File: config.mk
export PLATFORM = sky130hd
export DESIGN_NAME = bf_reduce_ctrl
export DESIGN_NICKNAME = d
export VERILOG_FILES = /design/src/rtl/bf_reduce_ctrl.sv
export SDC_FILE = /design/constraint.sdc
export NUM_CORES = 1
export LEC_CHECK = 0
export CAP_MARGIN = 20
export CORE_UTILIZATION = 41
export CTS_CLUSTER_SIZE = 30
export DETAILED_ROUTE_END_ITERATION = 7
export PLACE_DENSITY = 0.6
export SYNTH_ARGS = -nofsm -noshare
export SYNTH_HDL_FRONTEND = slang
export SYNTH_SLANG_ARGS = --single-unit
File: constraint.sdc
create_clock -name clk -period 13.2 [get_ports clk]
set_input_delay 2.64 -clock clk [delete_from_list [all_inputs] [get_ports clk]]
set_output_delay 2.64 -clock clk [all_outputs]
set_load 0.05 [all_outputs]
File: src/rtl/bf_reduce_ctrl.sv
// rtl/bf_reduce_ctrl.sv - bf16 vector reduction sequencer around one shared combinational adder
// Streams LEN words from a synchronous-read buffer and accumulates them strictly in address order.

module BF_adder #(
    parameter int BIAS = 127
) (
    input  logic [15:0] i_a,
    input  logic [15:0] i_b,
    output logic [15:0] o_sum
);
    localparam logic signed [10:0] L_BIAS = 11'(BIAS);
    localparam logic signed [10:0] L_EMAX = 11'(254 - BIAS);
    localparam logic signed [10:0] L_EMIN = 11'(1 - BIAS);

    logic               w_a_nan, w_b_nan, w_a_inf, w_b_inf;
    logic               w_swap;
    logic [15:0]        w_big, w_sml;
    logic [7:0]         w_diff;
    logic [4:0]         w_dcap;
    logic [10:0]        w_mbig, w_msml, w_align;
    logic [21:0]        w_sh;
    logic [11:0]        w_sum;
    logic [3:0]         w_lz;
    logic [10:0]        w_norm;
    logic signed [10:0] w_exp, w_exp_r;
    logic               w_up;
    logic [8:0]         w_rnd;
    logic [6:0]         w_frac;

    assign w_a_nan = (&i_a[14:7]) && (|i_a[6:0]);
    assign w_b_nan = (&i_b[14:7]) && (|i_b[6:0]);
    assign w_a_inf = (&i_a[14:7]) && !(|i_a[6:0]);
    assign w_b_inf = (&i_b[14:7]) && !(|i_b[6:0]);

    assign w_swap  = i_b[14:0] > i_a[14:0];
    assign w_big   = w_swap ? i_b : i_a;
    assign w_sml   = w_swap ? i_a : i_b;
    assign w_diff  = w_big[14:7] - w_sml[14:7];
    assign w_dcap  = (w_diff > 8'd21) ? 5'd21 : w_diff[4:0];
    assign w_mbig  = {1'b1, w_big[6:0], 3'b000};
    assign w_msml  = {1'b1, w_sml[6:0], 3'b000};
    // Three guard positions plus a sticky bit folded into the LSB give round-to-nearest-even.
    assign w_sh    = {w_msml, 11'd0} >> w_dcap;
    assign w_align = {w_sh[21:12], w_sh[11] | (|w_sh[10:0])};
    assign w_sum   = (w_big[15] == w_sml[15]) ? ({1'b0, w_mbig} + {1'b0, w_align})
                                              : ({1'b0, w_mbig} - {1'b0, w_align});

    always_comb begin
        w_lz = 4'd0;
        for (int i = 0; i < 11; i++) begin
            if (w_sum[i]) w_lz = 4'(10 - i);
        end
        if (w_sum[11]) begin
            w_norm = {w_sum[11:2], w_sum[1] | w_sum[0]};
            w_exp  = $signed({3'b000, w_big[14:7]}) - L_BIAS + 11'sd1;
        end else begin
            w_norm = w_sum[10:0] << w_lz;
            w_exp  = $signed({3'b000, w_big[14:7]}) - L_BIAS - $signed({7'd0, w_lz});
        end
        w_up    = w_norm[2] & (w_norm[1] | w_norm[0] | w_norm[3]);
        w_rnd   = {1'b0, w_norm[10:3]} + {8'd0, w_up};
        w_exp_r = w_rnd[8] ? (w_exp + 11'sd1) : w_exp;
        w_frac  = w_rnd[8] ? w_rnd[7:1] : w_rnd[6:0];
    end

    always_comb begin
        o_sum = 16'h7FC0;
        if (w_a_nan || w_b_nan) begin
            o_sum = 16'h7FC0;
        end else if (w_a_inf && w_b_inf && (i_a[15] != i_b[15])) begin
            o_sum = 16'h7FC0;
        end else if (w_a_inf) begin
            o_sum = i_a;
        end else if (w_b_inf) begin
            o_sum = i_b;
        end else if (w_big[14:7] == 8'd0) begin
            o_sum = {i_a[15] & i_b[15], 15'd0};
        end else if (w_sml[14:7] == 8'd0) begin
            o_sum = w_big;
        end else if (w_sum == 12'd0) begin
            o_sum = 16'h0000;
        end else if (w_exp_r > L_EMAX) begin
            o_sum = {w_big[15], 8'hFF, 7'd0};
        end else if (w_exp_r < L_EMIN) begin
            o_sum = {w_big[15], 15'd0};
        end else begin
            o_sum = {w_big[15], 8'(w_exp_r + L_BIAS), w_frac};
        end
    end
endmodule

module bf_reduce_ctrl #(
    parameter int BIAS       = 127,
    parameter int DATA_WIDTH = 16,
    parameter int ARRAY_SIZE = 128,
    parameter int ADDR_WIDTH = 7
) (
    input  logic                  clk,
    input  logic                  rst,
    input  logic                  start,
    input  logic [ADDR_WIDTH:0]   len,
    output logic                  rd_en,
    output logic [ADDR_WIDTH-1:0] rd_addr,
    input  logic [DATA_WIDTH-1:0] rd_data,
    output logic                  busy,
    output logic                  done,
    output logic [DATA_WIDTH-1:0] result
);
    typedef enum logic [1:0] {S_IDLE, S_RUN, S_DRAIN, S_FIN} state_t;

    localparam logic [ADDR_WIDTH:0] L_MAXLEN = (ADDR_WIDTH+1)'(ARRAY_SIZE);

    state_t                r_state, w_state_next;
    logic [ADDR_WIDTH-1:0] r_addr;
    logic [ADDR_WIDTH:0]   r_len;
    logic                  r_vld, r_first;
    logic [DATA_WIDTH-1:0] r_acc, r_result;
    logic [ADDR_WIDTH:0]   w_len_c, w_len_m1;
    logic                  w_accept, w_last;
    logic [DATA_WIDTH-1:0] w_sum, w_acc_next;

    BF_adder #(.BIAS(BIAS)) u_add (
        .i_a   (r_acc),
        .i_b   (rd_data),
        .o_sum (w_sum)
    );

    assign w_len_c    = (len > L_MAXLEN) ? L_MAXLEN : len;
    assign w_len_m1   = r_len - (ADDR_WIDTH+1)'(1);
    assign w_last     = ({1'b0, r_addr} == w_len_m1);
    assign w_accept   = start && ((r_state == S_IDLE) || (r_state == S_FIN));
    // The first datum seeds the accumulator verbatim so -0, NaN payloads and denormals survive.
    assign w_acc_next = r_first ? rd_data : w_sum;

    always_comb begin
        w_state_next = r_state;
        case (r_state)
            S_IDLE, S_FIN: begin
                w_state_next = S_IDLE;
                if (start) w_state_next = (w_len_c != '0) ? S_RUN : S_FIN;
            end
            S_RUN:   if (w_last) w_state_next = S_DRAIN;
            S_DRAIN: w_state_next = S_FIN;
            default: w_state_next = S_IDLE;
        endcase
    end

    always_ff @(posedge clk or posedge rst) begin
        if (rst) begin
            r_state  <= S_IDLE;
            r_addr   <= '0;
            r_len    <= '0;
            r_vld    <= 1'b0;
            r_first  <= 1'b0;
            r_acc    <= '0;
            r_result <= '0;
        end else begin
            r_state <= w_state_next;
            r_vld   <= (r_state == S_RUN);
            if (r_vld) begin
                r_acc   <= w_acc_next;
                r_first <= 1'b0;
            end
            if (w_accept) begin
                r_len   <= w_len_c;
                r_addr  <= '0;
                r_first <= 1'b1;
                r_acc   <= '0;
            end else if ((r_state == S_RUN) && !w_last) begin
                r_addr <= r_addr + ADDR_WIDTH'(1);
            end
            if (r_state == S_DRAIN) begin
                r_result <= w_acc_next;
            end else if (w_accept && (w_len_c == '0)) begin
                r_result <= '0;
            end
        end
    end

    assign rd_en   = (r_state == S_RUN);
    assign rd_addr = r_addr;
    assign busy    = (r_state == S_RUN) || (r_state == S_DRAIN);
    assign done    = (r_state == S_FIN);
    assign result  = r_result;
endmodule

==> impl_metrics.env, run 1 <==
export IMPL_worst_setup_path_start_kind="input pin"
export IMPL_drt_initial_drc_count=944
export IMPL_place_inst=1621
export IMPL_avgSynthCellArea_um2=7.23
export IMPL_htree_levels=2
export IMPL_end_kind="flip-flop"
export IMPL_gr_usage_all_layers_pct=28.9
export IMPL_hold_violations=0
export IMPL_antenna_found_initial=0
export IMPL_syn_inst=1235
export IMPL_fmax_ghz=0.0783
export IMPL_critPathArrivalTime_ps=12960
export IMPL_grt_pass1_vias=9423
export IMPL_top_usage_layer="met2"
export IMPL_crit_top_cell="nor2_1"
export IMPL_cts_tree="done"
export IMPL_grt_first_pass_wirelength_um=51600
export IMPL_layout_drive_gt1_share_pct=21.0
export IMPL_ant_nets=0
export IMPL_ys_ff_latch=51
export IMPL_gr_usage_met1_pct=41.1
export IMPL_post_route_drc_count=0
export IMPL_relSlewSlack_pct=32.6
export IMPL_ioPinCount=53
export IMPL_worst_path_buf_inv=7
export IMPL_drv_cap=0
export IMPL_syn_nets=1320
export IMPL_multi_input_area_mm2=0.00772
export IMPL_synth_edff_count=0
export IMPL_yosys_warnings=0
export IMPL_start_util_pct=42.1
export IMPL_n_antenna_cell=0
export IMPL_tightest_slew_ps=1010
export IMPL_totalWireLength_um=33200
export IMPL_netlist_top_cells_area="dfrtp_1, ha_1, nand2_1"
export IMPL_grt_max_degree=52
export IMPL_outcome="finished clean"
export IMPL_dieArea_mm2=0.0224
export IMPL_clockBufferDepth=2
export IMPL_path_max_fanout=5
export IMPL_clock_sinks=51
export IMPL_cp_required_ps=13390
export IMPL_post_route_min_period_ps=12770
export IMPL_async_reset_ff_share_pct=100
export IMPL_ys_seq_area_share_pct=14.3
export IMPL_critPathSlowestCell="clkdlybuf4s50_1"
export IMPL_hp_class="flip-flop to flip-flop"
export IMPL_place_congestion=0.989
export IMPL_setup_viol=0
export IMPL_overflow=0
export IMPL_path_clk_slew_ps=70
export IMPL_period_share_pct=96.7
export IMPL_yosys_area_top_type_share_pct=14.3
export IMPL_netlist_area_mm2=0.00893
export IMPL_area_delta_synth_final_pct=26.7
export IMPL_layout_nets=1455
export IMPL_finClkSkew_ps=7.04
export IMPL_cpPeakStageDelay_ps=510
export IMPL_firstDrtPassIters=7
export IMPL_numPortBuffers=52
export IMPL_synth_area_leader_cell="dfrtp_1"
export IMPL_vias=10300
export IMPL_nFillCells=2100
export IMPL_critPathTopFamily="simple AND/OR/NAND/NOR gates"
export IMPL_hpwlAfterDp_um=25700
export IMPL_ff_latch_area_mm2=0.00128
export IMPL_critPathKind="input pin to flip-flop"
export IMPL_num_rows=53
export IMPL_yosysMostFrequentCell="nand2_1"
export IMPL_wire_per_inst_um=20.2
export IMPL_use_met3_pct=2.04
export IMPL_grtUsageMet2_pct=47.3
export IMPL_ys_types=117
export IMPL_die_h_um=150
export IMPL_clockRootBuffer="clkbuf_16"
export IMPL_vias_per_cell=6.26
export IMPL_fp_dieW_um=150
export IMPL_clock_latency_ps=290
export IMPL_synthFlopType="dfrtp_1"
export IMPL_ys_top_cells_by_count="nand2_1, nor2_1, a21oi_1, o21ai_0, inv_1"
export IMPL_core_mm2=0.0212
export IMPL_drv_slew=0
export IMPL_cts_buffers=5
export IMPL_final_cells=1646
## state kept, by name, indices dropped and copies added (netlist names)
signal / flops
r_len: 8
result: 16
r_state: 2
r_acc: 16
r_vld: 1
rd_addr: 7
r_first: 1
## metrics by stage
stage                     hold WS [ps]  setup slack (ps)  utilization, %  area, um2  setup TNS [ps]
after floorplan                    467               162               -       8930               0
after global placement             468              -135            49.2      10400            -922
after detailed placement           485              -169            49.2      10400           -1600
after CTS                          501              79.7            50.1      10600               0
after global routing               531              -148            53.3      11300           -1590
final                              491               431            53.3      11300               0
## kinds of logic (layout without fill, tap and decap cells)
family	after synthesis	in the layout	share of synthesized area (%)
compound gates	416	416	33.7
xor+xnor	64	64	6.27
fa+ha+maj	58	58	8.29
buf+inv	123	259	5.39
flops	51	51	14.3
mux	29	29	3.49
simple gates	494	494	28.6
## path summary, 6_finish.rpt
kind | from | to | slack, ps | depth (start not counted)
max in group asynchronous | rst | r_len[6] | 9920 | 3
hold / removal | result[14] | result[14] | 490 | 2
setup / recovery | rd_data[0] | result[7] | 430 | 57
min in group asynchronous | rst | r_len[7] | 2840 | 3
setup reg to reg | r_acc[12] | result[7] | 2270 | 56
hold reg to reg | result[14] | result[14] | 490 | 2
## layer usage
metal / part of all wire, % / wire (um)
met5: 0 / 0
met4: 2.6 / 879
met3: 6.9 / 2300
met2: 46 / 15300
met1: 44 / 14700
## what timing repair did
item | in CTS | in global routing
setup endpoints to repair | 0 | 30
gates resized for setup | 0 | 113
hold buffers | 0 | 0
setup buffers | 0 | 17
## worst min-delay path: stages, from the launching register on
cell     delay [ps]
dfrtp_1         350
nand2_1          50
o21ai_0          60
## cell usage in the layout (no fill, tap or decap), types with 9 or more instances in the layout
cell type        instances
a211oi_1                11
a21o_1                  13
a21oi_1                 81
a21oi_2                 17
a31oi_1                 19
and2_1                  18
and3_1                  16
buf_4                  130
clkdlybuf4s50_1         43
dfrtp_1                 51
dlymetal6s2s_1           9
ha_1                    42
ha_4                    12
inv_1                   62
mux2i_1                 22
nand2_1                123
nand2b_1                16
nand3_1                 40
nand3b_1                12
nand4_1                 24
nor2_1                 118
nor2b_1                  9
nor3_1                  23
nor4_1                  13
o211ai_1                19
o21ai_0                 58
o21ai_1                 15
o21bai_1                16
or3_1                   10
or4_1                   11
xnor2_1                 45
xor2_1                  17
## final cells by class
cell class              instances  area share [%]
repair buffers                183            13.5
well taps                     275            3.04
multi-input cells            1061            68.2
clock inverters                 3           0.597
clock buffers                   5            1.11
inverters                      68            2.28
flip-flops and latches         51            11.3
Power of run 1 is left out: the tool's default activity adds up to more than one toggle a clock period on the data nets, which glitch-free logic cannot reach.
==> run 2, diff against run 1 <==
--- a/config.mk
+++ b/config.mk
@@ -7,6 +7,7 @@
 export LEC_CHECK = 0
 export CAP_MARGIN = 20
 export CORE_UTILIZATION = 41
+export CTS_BUF_LIST = sky130_fd_sc_hd__clkbuf_4
 export CTS_CLUSTER_SIZE = 30
 export DETAILED_ROUTE_END_ITERATION = 7
 export PLACE_DENSITY = 0.6
==> impl_metrics.env, run 2 (same netlist as run 1, synthesis figures left out) <==
export IMPL_outcome="finished clean"
export IMPL_htree_levels=2
export IMPL_final_cell_mix="buf_4, nand2_1, nor2_1"
export IMPL_start_util_pct=42.1
export IMPL_numPortBuffers=52
export IMPL_grt_first_pass_wirelength_um=51500
export IMPL_ant_nets=0
export IMPL_crit_top_cell="buf_4"
export IMPL_rr_worst_depth=53
export IMPL_grt_pass1_vias=9398
export IMPL_critPathSlowestCell="clkdlybuf4s50_1"
export IMPL_path_depth=50
export IMPL_n_antenna_cell=0
export IMPL_hp_class="flip-flop to flip-flop"
export IMPL_setup_viol=0
export IMPL_gr_usage_all_layers_pct=28.7
export IMPL_critPathArrivalTime_ps=13130
export IMPL_vias=10200
export IMPL_wl_met3_um=2080
export IMPL_antenna_found_initial=0
export IMPL_drt_initial_drc_count=973
export IMPL_overflow=0
export IMPL_reg2reg_slack_ps=2280
export IMPL_end_kind="flip-flop"
export IMPL_layout_drive_gt1_share_pct=19.8
export IMPL_cts_hold_buffers_added=0
export IMPL_post_route_min_period_ps=12840
export IMPL_die_h_um=150
export IMPL_place_area_mm2=0.0104
export IMPL_drv_cap=0
export IMPL_clockBufferDepth=2
export IMPL_cpPeakStageDelay_ps=550
export IMPL_finClkSkew_ps=24.8
export IMPL_worst_path_buf_inv=8
export IMPL_period_share_pct=97.2
export IMPL_grt_max_degree=52
export IMPL_worst_setup_path_start_kind="input pin"
export IMPL_critPathKind="input pin to flip-flop"
export IMPL_whs_path_depth=2
export IMPL_clock_latency_ps=390
export IMPL_hpwlAfterDp_um=25700
export IMPL_dieArea_mm2=0.0224
export IMPL_ioPinCount=53
export IMPL_firstDrtPassIters=5
export IMPL_path_clk_slew_ps=160
export IMPL_num_rows=53
export IMPL_cp_required_ps=13490
export IMPL_tightest_slew_ps=1020
export IMPL_rr_endpoint="result[7]"
export IMPL_fp_dieW_um=150
export IMPL_wl_met2_um=15300
export IMPL_dr_max_layer_used="met4"
export IMPL_path_max_fanout=7
export IMPL_post_route_drc_count=0
export IMPL_r2r_start="r_acc[12]"
export IMPL_clock_sinks=51
export IMPL_relSlewSlack_pct=31.8
export IMPL_layout_commonest_cell="buf_4"
export IMPL_layout_nets=1451
export IMPL_place_congestion=0.989
export IMPL_wl_met1_um=14800
export IMPL_vias_per_cell=6.24
export IMPL_nFillCells=2140
export IMPL_multi_input_area_mm2=0.00762
export IMPL_totalWireLength_um=33000
export IMPL_crit_start="rd_data[12]"
export IMPL_hold_violations=0
export IMPL_drv_slew=0
export IMPL_area_delta_synth_final_pct=24.0
export IMPL_ff_latch_area_mm2=0.00128
export IMPL_fmax_ghz=0.0779
export IMPL_critPathTopFamily="compound AO/OA/AOI/OAI gates"
export IMPL_cts_buffers=5
export IMPL_crit_path_end="result[7]"
export IMPL_wire_per_inst_um=20.1
export IMPL_cts_tree="done"
export IMPL_design_area_mm2=0.0111
export IMPL_core_mm2=0.0212
export IMPL_clockRootBuffer="clkbuf_4"
-- run 2: what timing repair did --
action,4_1_cts,5_1_grt
hold endpoints to repair,0,0
setup endpoints to repair,0,30
resized for setup,0,89
buffers inserted,0,13
-- run 2: layout make-up --
type | instances | share of cell area (%)
Inverter | 68 | 2.30
Multi-Input combinational cell | 1061 | 68.8
Clock inverter | 3 | 0.610
Tap cell | 275 | 3.11
Timing Repair Buffer | 179 | 13.3
Clock buffer | 5 | 0.339
Sequential cell | 51 | 11.5
-- run 2: worst min-delay path by stage --
stage                    start         end  slack [ps]
floorplan             r_len[7]    r_len[7]         470
global placement    result[11]  result[11]         470
detailed placement  result[11]  result[11]         490
CTS                 result[14]  result[14]         520
global route         result[1]   result[1]         550
finish              result[14]  result[14]         520
-- run 2: tightest hold or removal path: stages (launching register included) --
cell	delay, ps
dfrtp_1	390
nand2_1	50
o21ai_0	60
-- run 2: through the flow --
stage / hold WS, ps / TNS (ps) / worst slack (ps) / utilization [%] / instances
global route: 550 / -1380 / -144 / 52.2 / 1642
global placement: 468 / -922 / -135 / 49.2 / 1621
floorplan: 467 / 0 / 162 / - / 1235
CTS: 519 / 0 / 183 / 49.7 / 1629
detailed placement: 485 / -1600 / -169 / 49.2 / 1621
finish: 519 / 0 / 363 / 52.2 / 1642
-- run 2: per-layer routing --
metal / vias to the layer above / GRT usage (%)
met5: - / 0
met4: 0 / 5.36
met3: 67 / 1.89
met2: 452 / 47.2
met1: 4818 / 41.2
li1: 4904 / -
Power of run 2 is left out for the same reason.
